$ cat src/rtl/traffic_pkg.sv
// rtl/traffic_pkg.sv - shared state encoding and lamp types for the intersection controller
package traffic_pkg;

  typedef enum logic [2:0] {
    NS_G = 3'd0,
    NS_Y = 3'd1,
    AR1  = 3'd2,
    EW_G = 3'd3,
    EW_Y = 3'd4,
    AR2  = 3'd5,
    WALK = 3'd6
  } ctrl_state_t;

  typedef struct packed {
    logic red;
    logic yellow;
    logic green;
  } lamp_t;

  localparam lamp_t LAMP_RED    = 3'b100;
  localparam lamp_t LAMP_YELLOW = 3'b010;
  localparam lamp_t LAMP_GREEN  = 3'b001;

endpackage

$ cat src/rtl/phase_timer.sv
// rtl/phase_timer.sv - loadable phase down-counter that saturates at zero
module phase_timer #(
  parameter int unsigned CNT_W   = 8,
  parameter int unsigned RST_VAL = 0
) (
  input  logic             clk,
  input  logic             rst,
  input  logic             load,
  input  logic [CNT_W-1:0] load_val,
  input  logic             en,
  output logic             zero
);

  logic [CNT_W-1:0] cnt_q, cnt_d;

  always_comb begin
    cnt_d = cnt_q;
    if (load) begin
      cnt_d = load_val;
    end else if (en && (cnt_q != '0)) begin
      cnt_d = cnt_q - 1'b1;
    end
  end

  always_ff @(posedge clk) begin
    if (rst) begin
      cnt_q <= CNT_W'(RST_VAL);
    end else begin
      cnt_q <= cnt_d;
    end
  end

  assign zero = (cnt_q == '0);

endmodule

$ cat src/rtl/intersection_ctrl.sv
// rtl/intersection_ctrl.sv - two-way intersection sequencer with all-red clearance and pedestrian walk
module intersection_ctrl
  import traffic_pkg::*;
#(
  parameter int unsigned GREEN_CYC  = 8,
  parameter int unsigned YELLOW_CYC = 3,
  parameter int unsigned ALLRED_CYC = 2,
  parameter int unsigned WALK_CYC   = 6,
  parameter int unsigned CNT_W      = 8
) (
  input  logic       clk,
  input  logic       rst,
  input  logic       en,
  input  logic       car_ns,
  input  logic       car_ew,
  input  logic       ped_req,
  output logic       ped_ack,
  output logic       ns_red,
  output logic       ns_yellow,
  output logic       ns_green,
  output logic       ew_red,
  output logic       ew_yellow,
  output logic       ew_green,
  output logic       walk,
  output logic [2:0] state_o
);

  ctrl_state_t      state_q, state_d;
  logic             ped_pend_q, ped_pend_d;
  logic             next_dir_q, next_dir_d;
  logic             ped_ack_q;
  logic             tmr_zero, expired, load, entering_walk;
  logic [CNT_W-1:0] load_val;
  lamp_t            ns_lamp, ew_lamp;

  assign expired = tmr_zero & en;

  always_comb begin
    state_d = state_q;
    case (state_q)
      NS_G:    if (expired && (car_ew || ped_pend_q)) state_d = NS_Y;
      NS_Y:    if (expired) state_d = AR1;
      AR1:     if (expired) state_d = ped_pend_q ? WALK : EW_G;
      EW_G:    if (expired && (car_ns || ped_pend_q)) state_d = EW_Y;
      EW_Y:    if (expired) state_d = AR2;
      AR2:     if (expired) state_d = ped_pend_q ? WALK : NS_G;
      WALK:    if (expired) state_d = next_dir_q ? EW_G : NS_G;
      default: state_d = NS_G;
    endcase
  end

  // Timer reloads only on a real state change, so a held green sits at zero and re-checks each cycle.
  assign load = (state_d != state_q);

  always_comb begin
    load_val = CNT_W'(GREEN_CYC - 1);
    case (state_d)
      NS_Y, EW_Y: load_val = CNT_W'(YELLOW_CYC - 1);
      AR1, AR2:   load_val = CNT_W'(ALLRED_CYC - 1);
      WALK:       load_val = CNT_W'(WALK_CYC - 1);
      default:    load_val = CNT_W'(GREEN_CYC - 1);
    endcase
  end

  phase_timer #(
    .CNT_W  (CNT_W),
    .RST_VAL(GREEN_CYC - 1)
  ) u_timer (
    .clk     (clk),
    .rst     (rst),
    .load    (load),
    .load_val(load_val),
    .en      (en),
    .zero    (tmr_zero)
  );

  assign entering_walk = (state_d == WALK) && (state_q != WALK);
  // A request arriving on the entry edge survives the clear and is served next round.
  assign ped_pend_d    = (entering_walk ? 1'b0 : ped_pend_q) | ped_req;
  assign next_dir_d    = entering_walk ? (state_q == AR1) : next_dir_q;

  always_ff @(posedge clk) begin
    if (rst) begin
      state_q    <= NS_G;
      ped_pend_q <= 1'b0;
      next_dir_q <= 1'b0;
      ped_ack_q  <= 1'b0;
    end else begin
      state_q    <= state_d;
      ped_pend_q <= ped_pend_d;
      next_dir_q <= next_dir_d;
      ped_ack_q  <= entering_walk;
    end
  end

  always_comb begin
    ns_lamp = LAMP_RED;
    ew_lamp = LAMP_RED;
    walk    = 1'b0;
    case (state_q)
      NS_G:    ns_lamp = LAMP_GREEN;
      NS_Y:    ns_lamp = LAMP_YELLOW;
      EW_G:    ew_lamp = LAMP_GREEN;
      EW_Y:    ew_lamp = LAMP_YELLOW;
      WALK:    walk    = 1'b1;
      default: begin
        ns_lamp = LAMP_RED;
        ew_lamp = LAMP_RED;
      end
    endcase
  end

  assign ns_red    = ns_lamp.red;
  assign ns_yellow = ns_lamp.yellow;
  assign ns_green  = ns_lamp.green;
  assign ew_red    = ew_lamp.red;
  assign ew_yellow = ew_lamp.yellow;
  assign ew_green  = ew_lamp.green;
  assign ped_ack   = ped_ack_q;
  assign state_o   = state_q;

endmodule
$ cat config.mk
export PLATFORM = sky130hd
export DESIGN_NAME = intersection_ctrl
export DESIGN_NICKNAME = d
export VERILOG_FILES = /design/src/rtl/traffic_pkg.sv /design/src/rtl/phase_timer.sv /design/src/rtl/intersection_ctrl.sv
export SDC_FILE = /design/constraint.sdc
export NUM_CORES = 1
export LEC_CHECK = 0
export ABC_AREA = 1
export ABC_CLOCK_PERIOD_IN_PS = 5800
export CAP_MARGIN = 20
export CORE_UTILIZATION = 30
export DETAILED_ROUTE_END_ITERATION = 8
export PLACE_DENSITY = 0.52
export SETUP_SLACK_MARGIN = 0.05
export SYNTH_ARGS = -nofsm -noshare
export SYNTH_HDL_FRONTEND = slang
export SYNTH_SLANG_ARGS = --single-unit
$ cat constraint.sdc
create_clock -name clk -period 5.8 [get_ports clk]
set_clock_uncertainty 0.15 [all_clocks]
set_input_delay 1.45 -clock clk [delete_from_list [all_inputs] [get_ports clk]]
set_output_delay 1.45 -clock clk [all_outputs]
set_load 0.005 [all_outputs]
Word-level counts from Yosys, hierarchy flattened
Index checks and enable logic that the tools add are counted.
{ "totals": {"register_bits": 14, "in_bits": 6, "out_inout_bits": 11, "word_cells": 51} }
{ "op_classes": {"addsub": 1, "n_eq_ne": 13, "n_mux": 18, "bitwise": 2, "reduce_logical": 12} }
{ "ops": {"columns": ["cell", "n"], "rows": [
  ["$mux 3", 9],
  ["$pmux 3 s7", 1],
  ["$eq 3x3->1 const B", 6],
  ["$mux 8", 2],
  ["$pmux 3 s2", 2],
  ["$eq 3x2->1 const B", 3],
  ["$pmux 3 s3", 1],
  ["$logic_not 8->1", 1],
  ["$reduce_bool 8->1", 1],
  ["$sub 8x1->8 const B", 1],
  ["$eq 3x1->1 const B", 2],
  ["$logic_and 1x1->1", 4],
  ["$reduce_or 2->1", 2],
  ["$logic_not 3->1", 1],
  ["$ne 3x3->1", 1],
  ["$ne 3x3->1 const B", 1],
  ["$logic_or 1x1->1", 2],
  ["$mux 1", 2],
  ["$mux 2", 1],
  ["$reduce_bool 2->1", 1],
  ["$and 1x1->1", 1],
  ["$or 1x1->1", 1]
]} }

Depth between registers and ports, before layout
Gate-level depths: netlist (run 1).
{ "logic_depth": {"ltp_word": 9, "depth_mapped": 18} }

Cells and area by module
From an unflattened synthesis (run 1), not the netlist that was laid out.
{ "hier_totals": {"cells_unflattened": 198, "hier_area_um2": 1149.9} }
{ "modules_own_cells": {"columns": ["module", "instances", "cells_per_inst", "area_each_um2"], "rows": [
  ["phase_timer", 1, 100, 613.1],
  ["intersection_ctrl", 1, 98, 536.8]
]} }

Least setup slack after synthesis (run 1)
Ideal clock, no wire load.
{ "synth_path": {"path_kind": "input -> register", "from": "input car_ns", "to": "register u_timer.cnt_q[5]", "arrival_ns": 2.691, "t_required_ns": 5.584, "path_slack_ns": 2.893, "cell_stages": 11, "path_cell_list": "or2_2 > nand3_2 > nand2_1 > o21ai_1 > nand2_2 > nand2_1 > nand2_2 > inv_2 > nand3_4 > or2_4 > a21oi_2"} }
{ "synth_via": {"elab_chain_cells": 6, "word_cells_on_any_way": 7, "cone_classes": "eq/ne: 1; mux: 3; reduce/logical: 3"} }
{ "synth_lines": {"columns": ["item", "line", "source"], "rows": [
  ["start, declared", "intersection_ctrl.sv:14", "input logic car_ns,"],
  ["$logic_or 1x1->1 (*)", "intersection_ctrl.sv:44", "EW_G: if (expired && (car_ns || ped_pend_q)) state_d = EW_Y;"],
  ["$logic_and 1x1->1 (*)", "intersection_ctrl.sv:44", null],
  ["$mux 3 (*)", "intersection_ctrl.sv:44", null],
  ["$pmux 3 s7 (*)", "intersection_ctrl.sv:40", "case (state_q)"],
  ["$ne 3x3->1 (*)", "intersection_ctrl.sv:53", "assign load = (state_d != state_q);"],
  ["$mux 8 / $reduce_bool 2->1 (equally long branches)", null, null],
  ["end signal, assigned", "phase_timer.sv:27", "cnt_q <= CNT_W'(RST_VAL);"],
  ["end signal, assigned", "phase_timer.sv:29", "cnt_q <= cnt_d;"],
  ["end, declared", "phase_timer.sv:14", "logic [CNT_W-1:0] cnt_q, cnt_d;"]
]} }
Every way passes the cells marked *; elsewhere a longest branch is shown, timed or not.
A chain may end at the register's enable or synchronous reset.

Final worst setup path (run 1)
{ "layout_path": {"from": "register state_q[0] (netlist: state_o[0])", "to": "output ew_red"} }
{ "layout_via": {"elab_chain_cells": 2, "word_cells_on_any_way": 3, "cone_classes": "eq/ne: 2; mux: 1"} }
{ "layout_lines": {"columns": ["item", "line", "source"], "rows": [
  ["start, declared", "intersection_ctrl.sv:28", "ctrl_state_t state_q, state_d;"],
  ["start signal, assigned", "intersection_ctrl.sv:89", "state_q <= state_d;"],
  ["$eq 3x3->1 / $eq 3x2->1 (equally long branches)", "intersection_ctrl.sv:100", "case (state_q)"],
  ["$pmux 3 s2 (*)", "intersection_ctrl.sv:100", null],
  ["end, declared", "intersection_ctrl.sv:21", "output logic ew_red,"]
]} }
Marks and branches as above.

==> run metrics, run 1 <==
placed standard-cell area=1330 um2; post-CTS setup repair buffer count=0; Starting DRT DRC Count=between 50 and 60; power per cell area=167 nW/um2; part of the cycle the worst path needs=0.582; most frequent CP cell=nor2_1; first-pass GRT wire length=4.49 mm; Post-CTS Hold Buffers=0; crit path max-delay cell type=dfxtp_1; largest net degree at the start of global routing=12; FF-to-FF End=u_timer.cnt_q[2]; Startpoint Class=register; Post-synth EDFFs=0; Hold Startpoint=next_dir_q; outcome=complete, no violations; final hold slack=345 ps; Setup Crit Path Kind=reg -> out; max-cap viol count=0; core area=roughly 3400 um2; Clock Path Buffers=2; post-route cell area=1380 um2; Syn-to-layout area delta=23.4%; Cell Chain, Critical Path=nor2_1 > nand2_1 > inv_1 > nor2_1 > clkdlybuf4s50_1; cell types occupying the most area after synthesis=dfxtp_1, nand2_1, nand3_1; share of cells above drive strength 1=0.220; HPWL Detailed=2.10 mm; die height=about 63 um; Register-to-Register Path Depth=15; Max VDD drop=roughly 0.11 mV; Slew headroom=0.716; HP Class=reg -> reg; post-synthesis sequential area ratio=0.251; Synth Instances=about 170; CTS clk-pin slew, worst paths=approximately 50 ps; Total Negative Setup Slacks=0 ps; IO Port Bufs=16; Avg Cell Area, Syn=6.47 um2; Mapped Area=between 1000 and 1500 um2; Worst Max-Slew Pin Slew=424 ps; antenna fix cells=0; total wire length=2.60 mm; CTS tree=done; H-tree depth=1; Yosys warnings=0; Post-synth top cells=nand2_1, nor2_1, nand3_1; RSZ-0062 raised after global routing=false; most common flop cell mapped by yosys=dfxtp_1; WP data required=between 4000 and 5000 ps; vias in the first global route=1,024; Horiz. Die Dim=63.1 um; Nets=200; Max Clk Rate=296 MHz; Worst Hold Depth=2; synth unique cells=30; drt pass-1 iters=4; Finished Core Util=0.401; CP peak stage delay=570 ps; Worst-Skew Late Latency=~250 ps; Root Buffer=clkbuf_8; Worst R2R Start=u_timer.cnt_q[0]; Post-Syn Nets=roughly 180; min cycle time layout=around 3400 ps; DR vias=approximately 1,100; CTS Buf Count=3; routed vias/inst=approximately 4.6; # clock sinks=14; Total GRT Usage=0.143; Max Slew Vio Count=0; WHS Endpoint=next_dir_q; FF-to-FF setup slack=3450 ps; Starting Density=0.325; Hold Vio Cnt, Final=0; Boundary Pins=17; GRT overflow=0; DRC viols=0; LEAKAGE=0.674 nW; largest area contributor in the netlist=dfxtp_1; Final ANT Viol Nets=0; gpl congestion=between 0.9 and 1; total die area=around 4000 um2; # setup viols final=0; Cell Rows=21; FF+latch count, synth=14; PnR Total Power=0.230 mW; Yosys top cell area share=0.251; initial antenna violation count=0; Worst setup EP type=output pin; WL/cell=11.0 um; Async S/R FF share, synth=0; cts repair resizes=0; crit path max fanout=9; top-count cell post-synth=nand2_1; crit path DAT=1770 ps
[metal layers]
| metal | vias up | share of wire | GRT usage |
|---|---|---|---|
| li1 | 581 | - | - |
| met1 | 482 | 0.51 | 0.188 |
| met2 | 28 | 0.44 | 0.230 |
| met3 | 4 | 0.041 | 0.0181 |
| met4 | 0 | 0.015 | 0.0698 |
| met5 | - | 0 | 0 |
[layout by cell type, fill, tap and decap left out, drive strengths merged, types with 2 or more instances in the layout]
cell type       n
clkbuf          4
a21oi           5
nor3            2
or2             3
xor2            4
clkdlybuf4s50  16
ha              2
dfxtp          14
o21ai           4
nor2           31
o211ai          2
inv            26
nand2          47
nand4           5
nand3          23
[sequential cells by signal, indices dropped and copies added (netlist names)]
name and flops:
ped_pend_q 1, state_o 3, ped_ack 1, next_dir_q 1, u_timer.cnt_q 8
[kinds of logic after synthesis]
group	after synthesis	share of synthesized area
AO/OA/AOI/OAI	11	0.0604
buffers and inverters	29	0.101
adder cells (fa/ha/maj)	2	0.0224
AND/OR/NAND/NOR	112	0.527
XOR/XNOR	5	0.0391
flip-flops	14	0.251
[critical path, delay by kind of cell, from the launching register on]
family        cells  cell delay (ps)
simple gates      3              380
flops             1              570
buf+inv           2              570
[power by group]
group / switching [mW] / total [mW] / internal (mW)
logic: 0.0187 / 0.0323 / 0.0136
clock network: 0.0358 / 0.0959 / 0.0602
registers: 0.00273 / 0.102 / 0.0993
[metrics by stage]
stage	setup WS, ps	cells
final	2430	237
after global routing	2260	237
after CTS	2400	237
after detailed placement	2260	233
after global placement	2310	233
after floorplan	2890	173
[layout make-up]
cell class              instances  area [um2]
fillers                       381        2060
repair buffers                 16         160
inverters                      27         101
clock buffers                   4        55.1
multi-input cells             130         726
flip-flops and latches         14         280
well taps                      46        57.6
[worst max-delay path by stage]
stage	start	endpoint	slack, ps	cells after the start
2_1_floorplan	car_ns	u_timer.cnt_q[5]	2890	11
3_5_place_dp	en	u_timer.cnt_q[2]	2260	12
4_1_cts	state_o[0]	ew_red	2400	5
6_report	state_o[0]	ew_red	2430	5
3_3_place_gp	en	u_timer.cnt_q[0]	2310	12
5_1_grt	state_o[0]	ew_red	2260	5
Power figures use the tool's default switching activity.
==> inputs of run 2 (changes only) <==
ABC_CLOCK_PERIOD_IN_PS = 3450   (was 5800)
clock period = 3.45 ns   (was 5.8 ns; I/O delays follow)
==> results of run 2 <==
Same layout as run 1 (identical final DEF). Status: complete, no violations.
Among the figures that moved: setup slack after placement 2260 ps -> 494 ps; setup slack after layout 2430 ps -> 663 ps; register-to-register setup slack 3450 ps -> 1100 ps; total power 0.230 mW -> 0.387 mW; worst IR drop on VDD 0.108 mV -> 0.182 mV
